--- src/rtl/seg_scan_decoder.sv ---
`default_nettype none
// ============================================================================
// Module      : seg_scan_decoder
// Description : Watches a multiplexed active-low seven-segment scan bus and
//               rebuilds the displayed 8-digit hex word with a frame strobe.
// Revision    : 1.0 - initial release
// ============================================================================
module seg_scan_decoder #(
    parameter int SETTLE_CYCLES = 4,
    parameter int CNT_W         = 8
) (
    input  logic        clk,
    input  logic        reset,
    input  logic [7:0]  num_csn,
    input  logic [7:0]  num_an,
    output logic [31:0] value,
    output logic [7:0]  dp,
    output logic [7:0]  blank,
    output logic        frame_valid,
    output logic        value_stable,
    output logic        decode_err
);

    localparam logic [CNT_W-1:0] c_settle = CNT_W'(SETTLE_CYCLES);
    localparam logic [CNT_W-1:0] c_one    = CNT_W'(1);
    localparam logic [CNT_W-1:0] c_zero   = '0;

    typedef enum logic [1:0] {
        S_IDLE   = 2'd0,
        S_SETTLE = 2'd1,
        S_HELD   = 2'd2
    } state_t;

    // Input stage and one-cycle history used for the "unchanged" test
    logic [7:0]       r_csn;
    logic [7:0]       r_an;
    logic [7:0]       r_csn_d;
    logic [7:0]       r_an_d;

    state_t           r_state;
    logic [CNT_W-1:0] r_cnt;
    logic [7:0]       r_mask;
    logic [31:0]      r_sh_value;
    logic [7:0]       r_sh_dp;
    logic [7:0]       r_sh_blank;
    logic             r_done;
    logic             r_have_frame;

    logic [31:0]      r_value;
    logic [7:0]       r_dp;
    logic [7:0]       r_blank;
    logic             r_frame_valid;
    logic             r_value_stable;
    logic             r_decode_err;

    logic [3:0]       w_zero_cnt;
    logic [2:0]       w_sel_idx;
    logic             w_sel_valid;
    logic [6:0]       w_seg;
    logic [3:0]       w_nib;
    logic             w_is_blank;
    logic             w_is_bad;
    logic             w_same;
    logic [CNT_W-1:0] w_cnt_inc;
    state_t           w_next_state;
    logic [CNT_W-1:0] w_next_cnt;
    logic             w_sample;
    logic [7:0]       w_bit;
    logic [7:0]       w_mask_new;
    logic             w_complete;

    // Digit select is valid only with exactly one low bit
    always_comb begin
        w_zero_cnt = 4'd0;
        w_sel_idx  = 3'd0;
        for (int i = 0; i < 8; i++) begin
            if (!r_csn[i]) begin
                w_zero_cnt = w_zero_cnt + 4'd1;
                w_sel_idx  = 3'(i);
            end
        end
        w_sel_valid = (w_zero_cnt == 4'd1);
    end

    assign w_seg = ~r_an[6:0];

    always_comb begin
        w_nib      = 4'h0;
        w_is_blank = 1'b0;
        w_is_bad   = 1'b0;
        case (w_seg)
            7'h3F: w_nib = 4'h0;
            7'h06: w_nib = 4'h1;
            7'h5B: w_nib = 4'h2;
            7'h4F: w_nib = 4'h3;
            7'h66: w_nib = 4'h4;
            7'h6D: w_nib = 4'h5;
            7'h7D: w_nib = 4'h6;
            7'h07: w_nib = 4'h7;
            7'h7F: w_nib = 4'h8;
            7'h6F: w_nib = 4'h9;
            7'h77: w_nib = 4'hA;
            7'h7C: w_nib = 4'hB;
            7'h39: w_nib = 4'hC;
            7'h5E: w_nib = 4'hD;
            7'h79: w_nib = 4'hE;
            7'h71: w_nib = 4'hF;
            7'h00: w_is_blank = 1'b1;
            default: w_is_bad = 1'b1;
        endcase
    end

    assign w_same    = (r_csn == r_csn_d) && (r_an == r_an_d);
    assign w_cnt_inc = r_cnt + c_one;

    // Dwell tracking: a fresh pair starts at count 1, so a one-cycle settle
    // samples on the very first cycle the pair is seen.
    always_comb begin
        w_next_state = r_state;
        w_next_cnt   = r_cnt;
        w_sample     = 1'b0;
        case (r_state)
            S_IDLE: begin
                if (w_sel_valid) begin
                    w_next_cnt = c_one;
                    if (c_one == c_settle) begin
                        w_sample     = 1'b1;
                        w_next_state = S_HELD;
                    end else begin
                        w_next_state = S_SETTLE;
                    end
                end
            end
            S_SETTLE: begin
                if (!w_sel_valid) begin
                    w_next_state = S_IDLE;
                    w_next_cnt   = c_zero;
                end else if (w_same) begin
                    w_next_cnt = w_cnt_inc;
                    if (w_cnt_inc == c_settle) begin
                        w_sample     = 1'b1;
                        w_next_state = S_HELD;
                    end
                end else begin
                    w_next_cnt = c_one;
                    if (c_one == c_settle) begin
                        w_sample     = 1'b1;
                        w_next_state = S_HELD;
                    end
                end
            end
            S_HELD: begin
                if (!w_sel_valid) begin
                    w_next_state = S_IDLE;
                    w_next_cnt   = c_zero;
                end else if (!w_same) begin
                    w_next_cnt = c_one;
                    if (c_one == c_settle) begin
                        w_sample = 1'b1;
                    end else begin
                        w_next_state = S_SETTLE;
                    end
                end
            end
            default: begin
                w_next_state = S_IDLE;
                w_next_cnt   = c_zero;
            end
        endcase
    end

    assign w_bit      = 8'h01 << w_sel_idx;
    assign w_mask_new = r_mask | w_bit;
    assign w_complete = w_sample && (w_mask_new == 8'hFF);

    always_ff @(posedge clk) begin
        if (reset) begin
            r_csn          <= 8'hFF;
            r_an           <= 8'hFF;
            r_csn_d        <= 8'hFF;
            r_an_d         <= 8'hFF;
            r_state        <= S_IDLE;
            r_cnt          <= c_zero;
            r_mask         <= 8'h00;
            r_sh_value     <= 32'h0;
            r_sh_dp        <= 8'h00;
            r_sh_blank     <= 8'h00;
            r_done         <= 1'b0;
            r_have_frame   <= 1'b0;
            r_value        <= 32'h0;
            r_dp           <= 8'h00;
            r_blank        <= 8'h00;
            r_frame_valid  <= 1'b0;
            r_value_stable <= 1'b0;
            r_decode_err   <= 1'b0;
        end else begin
            r_csn        <= num_csn;
            r_an         <= num_an;
            r_csn_d      <= r_csn;
            r_an_d       <= r_an;
            r_state      <= w_next_state;
            r_cnt        <= w_next_cnt;
            r_decode_err <= w_sample && w_is_bad;
            r_done       <= w_complete;

            if (w_sample) begin
                r_sh_value[{w_sel_idx, 2'b00} +: 4] <= w_nib;
                r_sh_dp[w_sel_idx]                  <= ~r_an[7];
                r_sh_blank[w_sel_idx]               <= w_is_blank;
                // Shadow keeps the finished frame for one more edge; the mask
                // can restart immediately.
                r_mask <= w_complete ? 8'h00 : w_mask_new;
            end

            r_frame_valid <= r_done;
            if (r_done) begin
                r_value        <= r_sh_value;
                r_dp           <= r_sh_dp;
                r_blank        <= r_sh_blank;
                r_value_stable <= r_have_frame && (r_sh_value == r_value);
                r_have_frame   <= 1'b1;
            end
        end
    end

    assign value        = r_value;
    assign dp           = r_dp;
    assign blank        = r_blank;
    assign frame_valid  = r_frame_valid;
    assign value_stable = r_value_stable;
    assign decode_err   = r_decode_err;

endmodule
`default_nettype wire

--- config.mk ---
export PLATFORM = sky130hd
export DESIGN_NAME = seg_scan_decoder
export DESIGN_NICKNAME = d
export VERILOG_FILES = /design/src/rtl/seg_scan_decoder.sv
export SDC_FILE = /design/constraint.sdc
export NUM_CORES = 1
export LEC_CHECK = 0
export BUFFER_PORTS_ARGS = -buffer_cell sky130_fd_sc_hd__buf_2
export CAP_MARGIN = 15
export CORE_ASPECT_RATIO = 0.5
export CORE_MARGIN = 4
export CORE_UTILIZATION = 56
export DETAILED_ROUTE_END_ITERATION = 8
export HOLD_SLACK_MARGIN = 0.06
export PLACE_DENSITY = 0.76
export SLEW_MARGIN = 20
export SYNTH_ARGS = -nofsm -noshare
export SYNTH_HDL_FRONTEND = slang
export SYNTH_SLANG_ARGS = --single-unit
--- constraint.sdc ---
create_clock -name clk -period 12.4 [get_ports clk]
set_input_delay 2.48 -clock clk [delete_from_list [all_inputs] [get_ports clk]]
set_output_delay 2.48 -clock clk [all_outputs]
set_load 0.005 [all_outputs]
==> impl_metrics.py, run 1 <==
metrics = {
    "status": {
        "status": "complete, no violations",
    },
    "floorplanning": {
        "rows": 28,
        "die_y_microns": 87.66,
        "boundaryPins": 69,
        "die_area_sq_um": 14670,
        "fp.dieW_microns": 167.3,
        "core_area_sq_um": 12120,
        "initial_core_util": 0.5863,
    },
    "sta": {
        "hold-worst-slack_ns": 0.4500,
        "slew_headroom": 0.2472,
        "clock.fmax_ghz": 0.1752,
        "drv_slew": 0,
        "fin_tns_setup_ns": 0,
        "rsz0062_at_grt": "false",
        "period_needed_ns": 5.709,
        "tightest_slew_ns": 1.121,
        "finClkSkew_ns": 0.01049,
        "period_share": 0.4604,
        "final_hold_viol_count": 0,
        "setup_viol": 0,
    },
    "logic_synthesis": {
        "synth.area.top_cells": "dfxtp_1 (43%), mux2i_1 (13%), xor2_1 (4.9%)",
        "yosys.area.top_type_share": 0.4254,
        "synth_ff_type": "dfxtp_1",
        "synth-edff-count": 0,
        "netlist_area_sq_um": 7107,
        "synth_cell_type_count": 55,
        "avgSynthCellArea_sq_um": 9.314,
        "syn_inst": 763,
        "syn_nets": 795,
        "netlist.top_cell.by_area": "dfxtp_1",
        "yosys_warnings": 0,
        "synth-seq-cells": 151,
        "ys_seq_area_frac": 0.4254,
        "async_reset_ff_frac": 0,
    },
    "critical_path": {
        "cp_slowest_cell": "or4_1",
        "crit_path_end_kind": "register",
        "rrSetupSlack_ns": 6.69,
        "path_class": "register to register",
        "worstSetupStartpointType": "register",
        "crit_path_cell_trace": "inv_1 > ha_1 > xnor2_1 > ha_1 > nor2_1 > a21oi_1 > ha_1 > nand2b_1 > nand2_1 > ha_1 > nor2b_1 > a21oi_1 > nor2_1 > ha_1 > mux2_2 > ha_1 > xnor2_1 > a31oi_1 > or4_1 > or4_1 > mux2i_1",
        "cp_data_arrival_time_ns": 6.00,
        "cp_common_cell": "ha_1",
        "crit_path_max_incr_delay_ns": 0.80,
        "cp_max_fo": 9,
        "cp_top_family": "simple AND/OR/NAND/NOR gates",
        "timing.critical_path.buf_inv": 1,
        "cp_data_required_time_ns": 12.69,
    },
    "finish": {
        "drive_gt1_frac": 0.1922,
        "syn_to_final_growth_pct": 13.42,
        "num_antenna_cells": 0,
        "layout.nets": 837,
        "fin_area_sq_um": 8060,
    },
    "pwr": {
        "worst_ir_drop_vdd_mv": 0.07717,
        "leakagePower_nw": 3.239,
        "cellPowerDensity_nw_per_um2": 135.1,
    },
    "drt": {
        "drc": 0,
        "wl_per_cell_microns": 15.79,
        "via_per_inst": 5.478,
        "drtIter0Drc": 333,
        "vias": 5379,
        "first_pass_iters": 5,
        "ant_nets": 0,
        "drt_wl_total_microns": 15510,
    },
    "grt": {
        "antenna_found_initial": 0,
        "grt_usage": 0.2187,
        "grt_pass1_wl_microns": 26000,
        "grt_pass1_vias": 5267,
        "grt_max_degree": 77,
        "gr-total-overflow": 0,
    },
    "job": {
        "maxCapViolations": 0,
    },
    "cts": {
        "cts_tree": "done",
        "clockRootBuffer": "clkbuf_16",
        "clockBufferDepth": 2,
        "post_cts_resize_count": 0,
        "cts_sinks": 151,
        "clk_pin_slew_ns": 0.06,
        "hold_buffers": 0,
        "cts.htree.levels": 4,
        "clk_latency_ns": 0.42,
        "postCtsSetupRepairBufs": 0,
        "numCtsBuffers": 17,
    },
    "min_path": {
        "hold_class": "register to register",
    },
    "place": {
        "dp.final_hpwl_microns": 10570,
        "place.gp.congestion": 0.8427,
        "portBuffers": 68,
        "dpl-instance-area_sq_um": 7488,
    },
}
## stage by stage
stage / cells / setup WS (ns) / total power (W) / utilization
6_report: 982 / 6.691 / 0.001089 / 0.6649
5_1_grt: 982 / 6.284 / 0.001134 / 0.6649
4_1_cts: 982 / 6.750 / 0.001094 / 0.6644
3_5_place_dp: 951 / 6.807 / 0.0006013 / 0.6178
3_3_place_gp: 951 / 7.055 / 0.0005992 / 0.6178
2_1_floorplan: 763 / 7.419 / 0.0005839 / -
## power breakdown
group | leakage (nW) | switching, W | total (W) | internal, W
sequential | 1.22 | 0.0000119 | 0.000503 | 0.000491
clock | 0.278 | 0.000216 | 0.000497 | 0.000280
combinational | 1.74 | 0.0000512 | 0.0000891 | 0.0000379
total | 3.24 | 0.000279 | 0.00109 | 0.000810
## layout by cell type, fill, tap and decap left out, types with 21 or more instances in the layout
cell type,instances
a21oi_1,24
xnor2_1,21
buf_2,67
dfxtp_1,150
nand2_1,23
nor2_1,88
nand2b_1,47
or2_2,36
nor3_1,21
mux2i_1,94
xor2_1,40
## metal layers
| metal | vias up | wire (microns) | GRT usage |
|---|---|---|---|
| li1 | 2697 | - | - |
| met2 | 126 | 7058 | 0.3599 |
| met1 | 2543 | 7548 | 0.2974 |
| met3 | 13 | 769 | 0.04644 |
| met5 | - | 0 | 0 |
| met4 | 0 | 131 | 0.05891 |
## cells in the mapped netlist (all sizes together) (5+ instances only)
cell type  number
dfxtp         151
or4             5
xnor2          22
o21ai           8
nand4          16
mux2i          94
a21oi          24
nand2b         47
a31oi           6
ha             14
clkbuf         43
xor2           40
or3             5
inv            20
nor4           17
nand2          23
nor3           24
nand3          12
or2            36
nor2b           7
nor2           88
buf             5
## tightest hold or removal path: stages (launching register included)
cell	delay, ns
dfxtp_1	0.31
inv_1	0.05
a21oi_1	0.05
## area by class of cell
type / instances / area (sq um)
inverter: 20 / 75.07
tap: 165 / 206.4
timing repair buffer: 71 / 365.4
clock inverter: 14 / 140.1
fill: 984 / 4061
clock buffer: 17 / 425.4
multi-input combinational: 544 / 3824
sequential: 151 / 3024
## sequential cells by signal (all words and copies together) (netlist names), 2 cells and up
name	count
blank	8
r_sh_dp	8
dp	8
r_an	8
r_mask	8
r_cnt	8
value	32
r_csn	8
r_sh_value	32
r_an_d	8
r_sh_blank	8
r_csn_d	8
r_state	2
## worst paths after layout
check / startpoint / to / depth (start not counted)
max: r_csn[1] / r_sh_value[6] / 21
min: r_mask[5] / r_mask[5] / 2
max reg2reg: r_csn[1] / r_sh_value[6] / 21
min reg2reg: r_mask[5] / r_mask[5] / 2
## kinds of logic (layout without fill, tap and decap cells)
family,Yosys count,after routing,share of synthesized area
and+or+nand+nor,298,298,0.2236
DFF,151,151,0.4254
muxes,97,97,0.1387
AOI/OAI and AO/OA,71,71,0.06602
buffers and inverters,68,122,0.03750
xor gates and xnor gates,64,64,0.08416
adders and majority gates,14,14,0.02465
Note: power is estimated with default switching activity, not from simulation.
==> run 2: changes to the inputs <==
==> constraint.sdc (replaced) <==
create_clock -name clk -period 5.7 [get_ports clk]
set_input_delay 1.14 -clock clk [delete_from_list [all_inputs] [get_ports clk]]
set_output_delay 1.14 -clock clk [all_outputs]
set_load 0.005 [all_outputs]
==> impl_metrics.py, run 2 (synthesized netlist as in run 1, its figures left out) <==
metrics = {
    "cts": {
        "numCtsBuffers": 17,
        "cts_sinks": 151,
        "cts.htree.levels": 4,
        "clockBufferDepth": 2,
        "clockRootBuffer": "clkbuf_16",
        "clk_latency_ns": 0.42,
        "hold_buffers": 0,
        "cts_tree": "done",
        "post_cts_resize_count": 0,
        "postCtsSetupRepairBufs": 0,
        "clk_pin_slew_ns": 0.06,
    },
    "sta": {
        "drv_slew": 0,
        "fin_tns_setup_ns": 0,
        "setup_viol": 0,
        "slew_headroom": 0.3265,
        "final_hold_viol_count": 0,
        "period_needed_ns": 5.299,
        "tightest_slew_ns": 0.9997,
        "clock.fmax_ghz": 0.1887,
        "finClkSkew_ns": 0.01047,
        "rsz0062_at_grt": "false",
        "period_share": 0.9297,
        "hold-worst-slack_ns": 0.4490,
    },
    "floorplanning": {
        "rows": 28,
        "core_area_sq_um": 12120,
        "die_area_sq_um": 14670,
        "die_y_microns": 87.66,
        "boundaryPins": 69,
        "initial_core_util": 0.5863,
        "fp.dieW_microns": 167.3,
    },
    "finish": {
        "syn_to_final_growth_pct": 14.15,
        "fillers": 964,
        "num_antenna_cells": 0,
        "final_common_cell": "dfxtp_1",
        "fin_area_sq_um": 8113,
        "final_cells": 989,
        "final_util": 0.6693,
        "drive_gt1_frac": 0.1966,
        "final_cell_mix": "dfxtp_1 (150), mux2i_1 (94), nor2_1 (88)",
        "layout.nets": 843,
    },
    "min_path": {
        "whs_path_depth": 2,
        "hold_class": "register to register",
        "min_from": "r_mask[0]",
        "holdPathEnd": "r_mask[0]",
    },
    "critical_path": {
        "reg2reg_depth": 21,
        "rrSetupSlack_ns": 0.40,
        "cp_data_arrival_time_ns": 5.60,
        "cp_data_required_time_ns": 6.00,
        "cp_common_cell": "ha_1",
        "timing.critical_path.buf_inv": 1,
        "path_class": "register to register",
        "worstSetupStartpointType": "register",
        "reg2reg_from": "r_csn[1]",
        "crit_path_end_kind": "register",
        "crit_path_cell_trace": "inv_1 > ha_1 > xnor2_1 > ha_1 > nor2_1 > a21oi_1 > ha_1 > nand2b_1 > nand2_1 > ha_1 > nor2b_1 > a21oi_1 > nor2_1 > ha_1 > mux2_2 > ha_1 > xnor2_1 > a31oi_1 > or4_4 > or4_1 > mux2i_1",
        "r2r-end": "r_sh_value[6]",
        "crit_path_max_incr_delay_ns": 0.64,
        "cp_max_fo": 9,
        "cp_num_cells": 21,
        "cp_top_family": "adder cells",
        "cp_slowest_cell": "or4_4",
    },
    "drt": {
        "ant_nets": 0,
        "via_per_inst": 5.516,
        "vias": 5455,
        "drc": 0,
        "first_pass_iters": 5,
        "wl_per_cell_microns": 16.09,
        "drt_wl_total_microns": 15920,
        "drtIter0Drc": 357,
    },
    "status": {
        "status": "complete, no violations",
    },
    "pwr": {
        "cellPowerDensity_nw_per_um2": 295.9,
        "worst_ir_drop_vdd_mv": 0.1779,
        "leakagePower_nw": 3.268,
    },
    "grt": {
        "grt_usage": 0.2221,
        "grt_pass1_wl_microns": 26480,
        "grt_pass1_vias": 5310,
        "gr-total-overflow": 0,
        "antenna_found_initial": 0,
        "grt_max_degree": 94,
    },
    "place": {
        "place.gp.congestion": 0.8347,
        "portBuffers": 68,
        "dpl-instance-area_sq_um": 7533,
        "dp.final_hpwl_microns": 10530,
        "dp.cells": 957,
    },
    "job": {
        "maxCapViolations": 0,
    },
}
-- run 2: cell count changes in the layout (fill, tap and decap cells not counted), sizes merged --
cell | previous run | this run
buf | 71 | 77
clkbuf | 17 | 21
clkinv | 6 | 2
clkinvlp | 1 | 3
inv | 26 | 25
-- run 2: how the worst max path moves through the flow --
stage          slack (ns)     start       endpoint
6_report             0.40  r_csn[1]  r_sh_value[6]
4_1_cts              0.28  r_csn[0]  r_sh_value[6]
3_3_place_gp         0.50  r_csn[0]  r_sh_value[6]
2_1_floorplan        0.72  r_csn[0]  r_sh_value[6]
5_1_grt               0.1  r_csn[1]  r_sh_value[6]
3_5_place_dp         0.31  r_csn[0]  r_sh_value[6]
-- run 2: layout make-up --
class                           count  area (sq um)  area share
Clock buffer                       21         460.4     0.05676
Multi-Input combinational cell    544          3821      0.4710
Sequential cell                   151          3024      0.3728
Timing Repair Buffer               77         410.4     0.05059
Tap cell                          165         206.4     0.02545
Inverter                           20         75.07    0.009254
Clock inverter                     11         115.1     0.01419
-- run 2: worst reg2reg max path, cell delays in order, from the launching register on --
cell,delay [ns]
dfxtp_1,0.40
inv_1,0.07
ha_1,0.37
xnor2_1,0.17
ha_1,0.33
nor2_1,0.05
a21oi_1,0.18
ha_1,0.29
nand2b_1,0.13
nand2_1,0.07
ha_1,0.26
nor2b_1,0.15
a21oi_1,0.21
nor2_1,0.09
ha_1,0.30
mux2_2,0.26
ha_1,0.19
xnor2_1,0.16
a31oi_1,0.13
or4_4,0.64
or4_1,0.57
mux2i_1,0.17
-- run 2: report_power, final --
group / switching, W / total [W] / internal (W)
Combinational: 0.000114 / 0.000200 / 0.0000858
Clock: 0.000470 / 0.00110 / 0.000634
Sequential: 0.0000264 / 0.00110 / 0.00107
Total: 0.000611 / 0.00240 / 0.00179
-- run 2: metal layers --
metal  GRT usage  vias to the layer above  part of all wire
met3     0.04509                       20             0.047
met2      0.3559                      126              0.45
met1      0.3057                     2610              0.49
met4     0.07216                        0             0.014
met5           0                        -                 0
li1            -                     2699                 -
-- run 2: metrics by stage --
| stage | power, W | setup WS [ns] |
|---|---|---|
| after floorplan | 0.001270 | 0.7188 |
| after global placement | 0.001309 | 0.4983 |
| after detailed placement | 0.001314 | 0.3148 |
| after CTS | 0.002400 | 0.2763 |
| after global routing | 0.002483 | 0.09534 |
| final | 0.002400 | 0.4008 |
